==> src/rtl/compare_arbiter.sv <==
// compare_arbiter: shares one compare unit among NUM_REQ requesters and returns tagged results.
// Define CMP_ARB_RR_EN for round-robin arbitration; the default build uses fixed priority (lowest index wins).
module compare_arbiter #(
  parameter int DATA_WIDTH = 20,
  parameter int NUM_REQ    = 4,
  localparam int ID_W      = $clog2(NUM_REQ)
) (
  input  logic                          clk,
  input  logic                          rst,
  input  logic [NUM_REQ-1:0]            req_valid,
  input  logic [NUM_REQ*DATA_WIDTH-1:0] req_a,
  input  logic [NUM_REQ*DATA_WIDTH-1:0] req_b,
  output logic [NUM_REQ-1:0]            req_ready,
  output logic                          cmp_en,
  output logic [DATA_WIDTH-1:0]         cmp_a,
  output logic [DATA_WIDTH-1:0]         cmp_b,
  input  logic [DATA_WIDTH-1:0]         cmp_result,
  output logic                          rsp_valid,
  input  logic                          rsp_ready,
  output logic [ID_W-1:0]               rsp_id,
  output logic [DATA_WIDTH-1:0]         rsp_result
);

  typedef enum logic [1:0] {
    IDLE  = 2'd0,
    ISSUE = 2'd1,
    RESP  = 2'd2
  } state_t;

  state_t                state_q;
  logic [DATA_WIDTH-1:0] opA_q;
  logic [DATA_WIDTH-1:0] opB_q;
  logic [ID_W-1:0]       id_q;
  logic                  cmpEn_q;
  logic                  rspValid_q;
  logic [ID_W-1:0]       rspId_q;
  logic [DATA_WIDTH-1:0] rspResult_q;

  logic                  anyValid;
  logic [ID_W-1:0]       winIdx;
  logic [DATA_WIDTH-1:0] winA;
  logic [DATA_WIDTH-1:0] winB;
  logic                  acceptSlot;
  logic                  accept;

`ifdef CMP_ARB_RR_EN
  // ptr_q holds the index searched first, so a reset value of 0 gives index 0 top priority.
  logic [ID_W-1:0]       ptr_q;
  logic [ID_W-1:0]       ptr_d;
`endif

  always_comb begin
    int idx;
    idx      = 0;
    anyValid = 1'b0;
    winIdx   = '0;
    winA     = '0;
    winB     = '0;
    for (int k = 0; k < NUM_REQ; k++) begin
`ifdef CMP_ARB_RR_EN
      idx = (int'(ptr_q) + k) % NUM_REQ;
`else
      idx = k;
`endif
      if (!anyValid && req_valid[idx]) begin
        anyValid = 1'b1;
        winIdx   = ID_W'(idx);
        winA     = req_a[idx*DATA_WIDTH +: DATA_WIDTH];
        winB     = req_b[idx*DATA_WIDTH +: DATA_WIDTH];
      end
    end
  end

  // A new request may only be taken when the response slot is free or being drained this cycle.
  assign acceptSlot = (state_q == IDLE) || ((state_q == RESP) && rsp_ready);
  assign accept     = !rst && anyValid && acceptSlot;
  assign req_ready  = accept ? (NUM_REQ'(1) << winIdx) : '0;

`ifdef CMP_ARB_RR_EN
  assign ptr_d = (winIdx == ID_W'(NUM_REQ - 1)) ? '0 : winIdx + 1'b1;
`endif

  always_ff @(posedge clk) begin
    if (rst) begin
      state_q     <= IDLE;
      opA_q       <= '0;
      opB_q       <= '0;
      id_q        <= '0;
      cmpEn_q     <= 1'b0;
      rspValid_q  <= 1'b0;
      rspId_q     <= '0;
      rspResult_q <= '0;
`ifdef CMP_ARB_RR_EN
      ptr_q       <= '0;
`endif
    end else begin
      case (state_q)
        IDLE: begin
          if (accept) begin
            opA_q   <= winA;
            opB_q   <= winB;
            id_q    <= winIdx;
            cmpEn_q <= 1'b1;
            state_q <= ISSUE;
          end
        end
        ISSUE: begin
          rspResult_q <= cmp_result;
          rspId_q     <= id_q;
          rspValid_q  <= 1'b1;
          cmpEn_q     <= 1'b0;
          state_q     <= RESP;
        end
        RESP: begin
          if (rsp_ready) begin
            rspValid_q <= 1'b0;
            if (accept) begin
              opA_q   <= winA;
              opB_q   <= winB;
              id_q    <= winIdx;
              cmpEn_q <= 1'b1;
              state_q <= ISSUE;
            end else begin
              state_q <= IDLE;
            end
          end
        end
        default: begin
          cmpEn_q    <= 1'b0;
          rspValid_q <= 1'b0;
          state_q    <= IDLE;
        end
      endcase
`ifdef CMP_ARB_RR_EN
      if (accept) begin
        ptr_q <= ptr_d;
      end
`endif
    end
  end

  assign cmp_en     = cmpEn_q;
  assign cmp_a      = opA_q;
  assign cmp_b      = opB_q;
  assign rsp_valid  = rspValid_q;
  assign rsp_id     = rspId_q;
  assign rsp_result = rspResult_q;

endmodule

==> config.mk <==
export PLATFORM = sky130hd
export DESIGN_NAME = compare_arbiter
export DESIGN_NICKNAME = d
export VERILOG_FILES = /design/src/rtl/compare_arbiter.sv
export SDC_FILE = /design/constraint.sdc
export NUM_CORES = 1
export LEC_CHECK = 0
export BUFFER_PORTS_ARGS = -buffer_cell sky130_fd_sc_hd__buf_2
export CAP_MARGIN = 20
export CORE_AREA = 2 2 99 101
export DETAILED_ROUTE_END_ITERATION = 7
export DIE_AREA = 0 0 101 103
export PLACE_DENSITY = 0.86
export SLEW_MARGIN = 20
export SYNTH_ARGS = -nofsm -noshare
export SYNTH_HDL_FRONTEND = slang
export SYNTH_SLANG_ARGS = --single-unit
==> constraint.sdc <==
create_clock -name clk -period 3.3 [get_ports clk]
set_input_delay 0.66 -clock clk [delete_from_list [all_inputs] [get_ports clk]]
set_output_delay 0.66 -clock clk [all_outputs]
set_load 0.05 [all_outputs]
After elaboration in Yosys (flattened, before gate mapping)
Cells that the tools add are included.
{"block": "word_totals", "output_inout_bits": 68, "register_bits": 68, "input_bits": 187, "wordCells": 64}
{"block": "classes", "reduce_logical": 16, "eq_ne": 4, "mux": 34, "n_shift": 1, "bitwise": 1}
{"operator": "$mux 20", "n": 12}
{"operator": "$pmux 20 s2", "n": 2}
{"operator": "$mux 2", "n": 6}
{"operator": "$mux 1", "n": 9}
{"operator": "$logic_and 1x1->1", "n": 6}
{"operator": "$pmux 2 s3", "n": 1}
{"operator": "$reduce_and 2->1", "n": 3}
{"operator": "$logic_not 1->1", "n": 4}
{"operator": "$mux 4", "n": 1}
{"operator": "$ne 2x2->1 const B", "n": 2}
{"operator": "$pmux 2 s2", "n": 1}
{"operator": "$shl 1x2->4 const A", "n": 1}
{"operator": "$pmux 1 s3", "n": 1}
{"operator": "$eq 2x1->1 const B", "n": 1}
{"operator": "$eq 2x2->1 const B", "n": 1}
{"operator": "$logic_not 2->1", "n": 1}
{"operator": "$pmux 1 s2", "n": 1}
{"operator": "$reduce_bool 2->1", "n": 1}
{"operator": "$logic_or 1x1->1", "n": 1}
{"operator": "$not 1->1", "n": 1}

Depth between registers and ports, before layout
Gate-level depths: netlist of run 1.
{"block": "depth", "depth_word": 15, "ltp_mapped": 7, "ltp_nobuf": 3}

Least setup slack after synthesis of run 1
OpenSTA, ideal clock, no wires.
{"block": "synth_timing", "path_type": "input-to-output", "from": "input port req_valid[1]", "to": "output port req_ready[1]", "n_path_buf": 2, "slack_ps": 299, "required_ps": 2640, "arrival_ps": 2341, "path_stages": 4, "path_cell_list": "clkbuf_1 > clkbuf_1 > inv_2 > nor3_1"}
{"block": "synth_between", "elab_chain_cells": 11, "word_cells_on_any_way": 15}
{"element": "from (decl)", "line_no": "10", "rtl": "input logic [NUM_REQ-1:0] req_valid,"}
{"element": "$logic_and 1x1->1 *", "line_no": "65", "rtl": "if (!anyValid && req_valid[idx]) begin"}
{"element": "$mux 1", "line_no": "65"}
{"element": "$logic_not 1->1", "line_no": "65"}
{"element": "$logic_and 1x1->1", "line_no": "65"}
{"element": "$mux 1", "line_no": "65"}
{"element": "$logic_not 1->1", "line_no": "65"}
{"element": "$logic_and 1x1->1", "line_no": "65"}
{"element": "$mux 1", "line_no": "65"}
{"element": "$logic_and 1x1->1 (2 in a row)", "line_no": "76", "rtl": "assign accept = !rst && anyValid && acceptSlot;"}
{"element": "$mux 4 *", "line_no": "77", "rtl": "assign req_ready = accept ? (NUM_REQ'(1) << winIdx) : '0;"}
{"element": "to (decl)", "line_no": "13", "rtl": "output logic [NUM_REQ-1:0] req_ready,"}
Mark *: on every way between the ends. The rest lies on a longest branch, timed or not.

Final worst setup path of run 1
{"block": "layout_timing", "from": "input port rsp_ready", "to": "output port req_ready[1]"}
{"block": "layout_between", "elab_chain_cells": 4}
{"element": "from (decl)", "line_no": "19", "rtl": "input logic rsp_ready,"}
{"element": "$logic_and 1x1->1", "line_no": "75", "rtl": "assign acceptSlot = (state_q == IDLE) || ((state_q == RESP) && rsp_ready);"}
{"element": "$logic_or 1x1->1", "line_no": "75"}
{"element": "$logic_and 1x1->1", "line_no": "76"}
{"element": "$mux 4", "line_no": "77"}
No other way between the ends.

==> results of run 1 <==
==> cell type report <==
type | count | area [µm²] | share of cell area [%]
Timing Repair Buffer | 265 | 1360 | 24.5
Inverter | 43 | 161 | 2.92
Clock inverter | 6 | 90.1 | 1.63
Tap cell | 114 | 143 | 2.58
Multi-Input combinational cell | 331 | 2300 | 41.5
Clock buffer | 9 | 124 | 2.24
Sequential cell | 68 | 1360 | 24.6
==> state kept, by name, indices dropped and copies added, names as in the netlist <==
signal and cells:
rsp_valid 1, cmp_a 20, rsp_id 2, rsp_result 20, id_q 2, cmp_en 1, state_q 2, cmp_b 20
==> per-layer routing <==
| metal | GRT usage (%) | vias up |
|---|---|---|
| met4 | 10.1 | 0 |
| li1 | - | 2255 |
| met5 | 0 | - |
| met1 | 28.3 | 2117 |
| met2 | 41.8 | 213 |
| met3 | 5.02 | 32 |
==> Yosys cell counts, drive strengths merged <==
master | count | area share [%]
and3 | 3 | 0.59
nand2b | 2 | 0.31
a22o | 40 | 8.6
nand2 | 86 | 8.0
inv | 43 | 4.0
nor2 | 5 | 0.46
a311oi | 40 | 14
nor2b | 1 | 0.15
a21oi | 64 | 7.9
and4 | 1 | 0.22
or4 | 1 | 0.19
dfxtp | 68 | 34
o21a | 1 | 0.19
nor3 | 1 | 0.12
o21ai | 1 | 0.12
o221a | 1 | 0.28
a31oi | 41 | 6.3
nor4b | 1 | 0.37
a21o | 1 | 0.19
buf | 9 | 1.8
o211a | 1 | 0.25
clkbuf | 49 | 4.5
nand3b | 40 | 7.4
==> stage by stage <==
stage               instance area [µm²]  total power [mW]  std cells  utilization, %  setup slack, ns
floorplan                          4060              1.53        500               -            0.299
finish                             5530              2.50        836            58.5            0.804
detailed placement                 5320              1.78        821            56.2            0.779
global placement                   5320              1.77        821            56.2            0.821
global route                       5530              2.61        836            58.5            0.665
CTS                                5530              2.53        836            58.5            0.811
==> tightest hold or removal path, cell delays in order, from the launching register on <==
cell and delay (ns):
dfxtp_1 0.31, nand2_1 0.05, a21oi_1 0.05
==> kinds of logic (layout without fill, tap and decap cells) <==
group | after synthesis | after routing | synth area share (%)
and+or+nand+nor | 141 | 141 | 17.8
AOI/OAI and AO/OA | 190 | 190 | 38.4
DFF | 68 | 68 | 33.5
buffers and inverters | 101 | 323 | 10.3
==> where the power goes <==
group          total, mW  switching, mW  internal [mW]
Clock              0.744          0.322          0.422
Sequential         0.934         0.0390          0.895
Combinational      0.826          0.544          0.282
==> how the worst max path moves through the flow <==
stage,start,to,slack [ns],depth (start not counted)
final,rsp_ready,req_ready[1],0.80,5
after global routing,rsp_ready,req_ready[1],0.67,5
after CTS,rsp_ready,req_ready[1],0.81,5
after detailed placement,rst,cmp_b[13],0.78,5
after global placement,rst,cmp_a[9],0.82,5
after floorplan,req_valid[1],req_ready[1],0.30,4
==> flow_metrics.env, run 1 <==
export IMPL_status="finished, final reports clean"
export IMPL_antenna_left=0
export IMPL_ir_drop_mv=0.204
export IMPL_yosysWarnings=0
export IMPL_max_stage_delay_ns=0.42
export IMPL_via_per_inst=5.52
export IMPL_h_tree_depth=3
export IMPL_coreArea_um2=9460
export IMPL_first_pass_iters=4
export IMPL_top_layer="met4"
export IMPL_final_cell_mix="253 x buf_2, 86 x nand2_1, 68 x dfxtp_1, 64 x a21oi_1"
export IMPL_cp_buffers_inverters=2
export IMPL_synth_nets=687
export IMPL_wl_met1_um=5200
export IMPL_wl_met3_um=1090
export IMPL_clk_latency_ns=0.33
export IMPL_power_leakage_nw=2.61
export IMPL_hold_path_class="reg2reg"
export IMPL_period_minus_slack_ns=2.50
export IMPL_cp_end_kind="output pin"
export IMPL_arrival_ns=1.84
export IMPL_worst_path_max_fanout=23
export IMPL_worstHoldPathCells=2
export IMPL_finalHoldViolations=0
export IMPL_grt_ovfl_total=0
export IMPL_track_usage_pct=23.8
export IMPL_syn_area_um2=4060
export IMPL_drive_above_1_share_pct=45.0
export IMPL_start_util_pct=42.9
export IMPL_fmaxAchievable_mhz=401
export IMPL_cts_buffers=9
export IMPL_ios=255
export IMPL_syn_avg_cell_area_um2=8.12
export IMPL_grt_pass1_vias=4146
export IMPL_final_common_cell="buf_2"
export IMPL_crit_type="in2out"
export IMPL_fillers=899
export IMPL_fin_crit_sh_pct=75.6
export IMPL_post_cts_resized=0
export IMPL_r2r_end="cmp_a[4]"
export IMPL_synthDistinctLibCells=28
export IMPL_num_rows=36
export IMPL_clkTransAtPathRegs_ns=0.07
export IMPL_hpwlAfterDp_um=9400
export IMPL_grt_pass1_wl_um=19800
export IMPL_diodes=0
export IMPL_fin_tns_setup_ns=0
export IMPL_r2r_cells=4
export IMPL_relSlewSlack_pct=40.6
export IMPL_wl_per_cell_um=15.6
export IMPL_drt_wl_total_um=13100
export IMPL_crit_path_start_kind="input pin"
export IMPL_power_per_cell_area_nw_per_um2=453
export IMPL_hold_start="rsp_result[17]"
export IMPL_post_synth_inst_count=500
export IMPL_route_met2_wl_um=6420
export IMPL_crit_top_cell="buf_2"
export IMPL_grt_max_degree=81
export IMPL_holdWs_ns=0.454
export IMPL_clock_path_buffers=2
export IMPL_worst_ep_required_time_ns=2.64
export IMPL_rsz0062_at_grt="no"
export IMPL_r2r_start="state_q[0]"
export IMPL_cts_tree="done"
export IMPL_post_cts_setup_buffer_count=0
export IMPL_cp_cell_sequence="buf_2, nand2b_2, nand2_1, nor3_1, buf_2"
export IMPL_finClkSkew_ns=0.00778
export IMPL_drc_errors=0
export IMPL_cp_top_family="simple AND/OR/NAND/NOR gates"
export IMPL_synth_seq_cells=68
export IMPL_port_buffer_count=254
export IMPL_synthToLayoutAreaGrowth_pct=36.4
export IMPL_dr_total_vias=4617
export IMPL_drtIter0Drc=107
export IMPL_die_h_um=103
export IMPL_seq_area_frac_synth_pct=33.5
export IMPL_dieArea_um2=10400
export IMPL_die_width_um=101
export IMPL_cts_sinks=68
export IMPL_slew_violations=0
export IMPL_cts_hold_buf=0
export IMPL_cap_viol_max_count=0
export IMPL_antenna_found_initial=0
export IMPL_cts_root_buf="clkbuf_8"
export IMPL_ff2ff_setup_slack_ns=1.16
export IMPL_nNetsFinal=905
export IMPL_gp_congestion=0.913
export IMPL_worst_pin_slew_ns=0.891
export IMPL_hold_end="rsp_result[17]"
export IMPL_cp_slowest_cell="nand2b_2"
export IMPL_setup_viol=0
Note: power is estimated with default switching activity, not from simulation.
==> run 2, diff against run 1 <==
--- a/config.mk
+++ b/config.mk
@@ -7,10 +7,10 @@
 export LEC_CHECK = 0
 export BUFFER_PORTS_ARGS = -buffer_cell sky130_fd_sc_hd__buf_2
 export CAP_MARGIN = 20
-export CORE_AREA = 2 2 99 101
+export CORE_AREA = 2 2 101 103
 export DETAILED_ROUTE_END_ITERATION = 7
-export DIE_AREA = 0 0 101 103
-export PLACE_DENSITY = 0.86
+export DIE_AREA = 0 0 103 105
+export PLACE_DENSITY = 0.83
 export SLEW_MARGIN = 20
 export SYNTH_ARGS = -nofsm -noshare
 export SYNTH_HDL_FRONTEND = slang
==> constraint.sdc (replaced) <==
create_clock -name clk -period 2.4 [get_ports clk]
set_input_delay 0.48 -clock clk [delete_from_list [all_inputs] [get_ports clk]]
set_output_delay 0.48 -clock clk [all_outputs]
set_load 0.05 [all_outputs]
==> flow_metrics.env, run 2 (synthesized netlist as in run 1, its figures left out) <==
export IMPL_first_pass_iters=6
export IMPL_fmaxAchievable_mhz=469
export IMPL_route_met2_wl_um=6790
export IMPL_power_per_cell_area_nw_per_um2=621
export IMPL_worst_pin_slew_ns=0.913
export IMPL_num_rows=36
export IMPL_status="finished, final reports clean"
export IMPL_power_switching_mw=1.25
export IMPL_hpwlAfterDp_um=10100
export IMPL_ios=255
export IMPL_cap_viol_max_count=0
export IMPL_final_common_cell="buf_2"
export IMPL_r2r_start="state_q[0]"
export IMPL_die_width_um=103
export IMPL_setup_viol=0
export IMPL_combPwrFrac_pct=32.9
export IMPL_fin_crit_sh_pct=88.8
export IMPL_crit_path_start_kind="flop"
export IMPL_cts_tree="done"
export IMPL_crit_type="reg2out"
export IMPL_clk_latency_ns=0.34
export IMPL_hold_path_class="in2reg"
export IMPL_worst_ep_required_time_ns=1.92
export IMPL_top_layer="met4"
export IMPL_clock_path_buffers=2
export IMPL_grt_pass1_wl_um=20700
export IMPL_worstHoldPathCells=3
export IMPL_power_leakage_nw=2.65
export IMPL_drtIter0Drc=203
export IMPL_post_cts_resized=0
export IMPL_r2r_cells=3
export IMPL_period_minus_slack_ns=2.13
export IMPL_gp_congestion=0.848
export IMPL_power_mw=3.48
export IMPL_cts_buffers=9
export IMPL_nNetsFinal=909
export IMPL_post_cts_setup_buffer_count=0
export IMPL_fillers=906
export IMPL_coreArea_um2=9640
export IMPL_slew_violations=0
export IMPL_rsz0062_at_grt="no"
export IMPL_r2r_end="cmp_a[10]"
export IMPL_place_area_um2=5390
export IMPL_antenna_left=0
export IMPL_dr_total_vias=4624
export IMPL_die_h_um=105
export IMPL_wl_met1_um=5280
export IMPL_via_per_inst=5.38
export IMPL_p_clk_share_pct=30.2
export IMPL_grt_pass1_vias=4326
export IMPL_cts_root_buf="clkbuf_8"
export IMPL_hold_start="cmp_result[0]"
export IMPL_start_util_pct=42.1
export IMPL_clkTransAtPathRegs_ns=0.07
export IMPL_ff2ff_setup_slack_ns=0.59
export IMPL_h_tree_depth=3
export IMPL_holdWs_ns=0.381
export IMPL_dieArea_um2=10800
export IMPL_port_buffer_count=254
export IMPL_hold_end="rsp_result[0]"
export IMPL_ir_drop_mv=0.342
export IMPL_drc_errors=0
export IMPL_grt_ovfl_total=0
export IMPL_finClkSkew_ns=0.00889
export IMPL_arrival_ns=1.65
export IMPL_p_sw_share_pct=35.8
export IMPL_antenna_found_initial=0
export IMPL_wl_per_cell_um=15.6
export IMPL_cts_sinks=68
export IMPL_fin_tns_setup_ns=0
export IMPL_cts_hold_buf=0
export IMPL_synthToLayoutAreaGrowth_pct=38.3
export IMPL_drive_above_1_share_pct=45.4
export IMPL_track_usage_pct=23.8
export IMPL_wl_met3_um=1080
export IMPL_drt_wl_total_um=13400
export IMPL_worst_path_max_fanout=13
export IMPL_p_int_mw=2.24
export IMPL_finalHoldViolations=0
export IMPL_grt_max_degree=71
export IMPL_power_frac_seq_pct=36.9
export IMPL_diodes=0
export IMPL_stdcell_area_um2=5610
export IMPL_cp_end_kind="output pin"
export IMPL_final_cell_mix="254 x buf_2, 86 x nand2_1, 68 x dfxtp_1, 64 x a21oi_1"
export IMPL_relSlewSlack_pct=39.2
run 2: layout make-up:
class / instances / area (µm²) / area share (%)
clock buffer: 10 / 138 / 2.45
clock inverter: 6 / 87.6 / 1.56
inverter: 43 / 161 / 2.88
multi-input combinational: 331 / 2300 / 41.0
sequential: 68 / 1360 / 24.3
tap: 133 / 166 / 2.97
timing repair buffer: 269 / 1400 / 24.9
run 2: how the worst max path moves through the flow:
stage | from | end | slack [ns] | cells after the start
5_1_grt | state_q[0] | req_ready[2] | 0.17 | 4
4_1_cts | state_q[0] | req_ready[2] | 0.27 | 4
3_3_place_gp | req_valid[0] | req_ready[3] | 0.34 | 5
2_1_floorplan | req_valid[2] | req_ready[3] | 0.16 | 4
3_5_place_dp | req_valid[0] | cmp_a[19] | 0.30 | 6
6_report | state_q[0] | req_ready[2] | 0.27 | 4
run 2: routing by layer:
layer | vias up | track usage [%]
met2 | 234 | 42.5
met3 | 20 | 4.95
met1 | 2111 | 27.9
met5 | - | 0
met4 | 0 | 7.42
li1 | 2259 | -
run 2: worst max-delay path, cell delays in order (launching register included):
cell     delay, ns
dfxtp_1       0.37
nor2_4        0.32
nand2_1       0.16
nor2_1        0.17
buf_2         0.30
run 2: stage by stage:
stage                     cells  util [%]  worst slack, ns
final                       860      58.2            0.270
after global routing        860      58.2            0.175
after CTS                   860      58.2            0.268
after detailed placement    844      55.9            0.301
after global placement      844      55.9            0.342
after floorplan             500         -            0.163
run 2: power by group through the flow:
| stage | clock network [mW] | logic, mW | registers (mW) |
|---|---|---|---|
| 3_5_place_dp | 0 | 1.15 | 1.31 |
| 4_1_cts | 1.08 | 1.15 | 1.29 |
| 2_1_floorplan | 0 | 0.473 | 1.64 |
| 3_3_place_gp | 0 | 1.12 | 1.31 |
| 5_1_grt | 1.13 | 1.23 | 1.30 |
| 6_report | 1.05 | 1.15 | 1.29 |
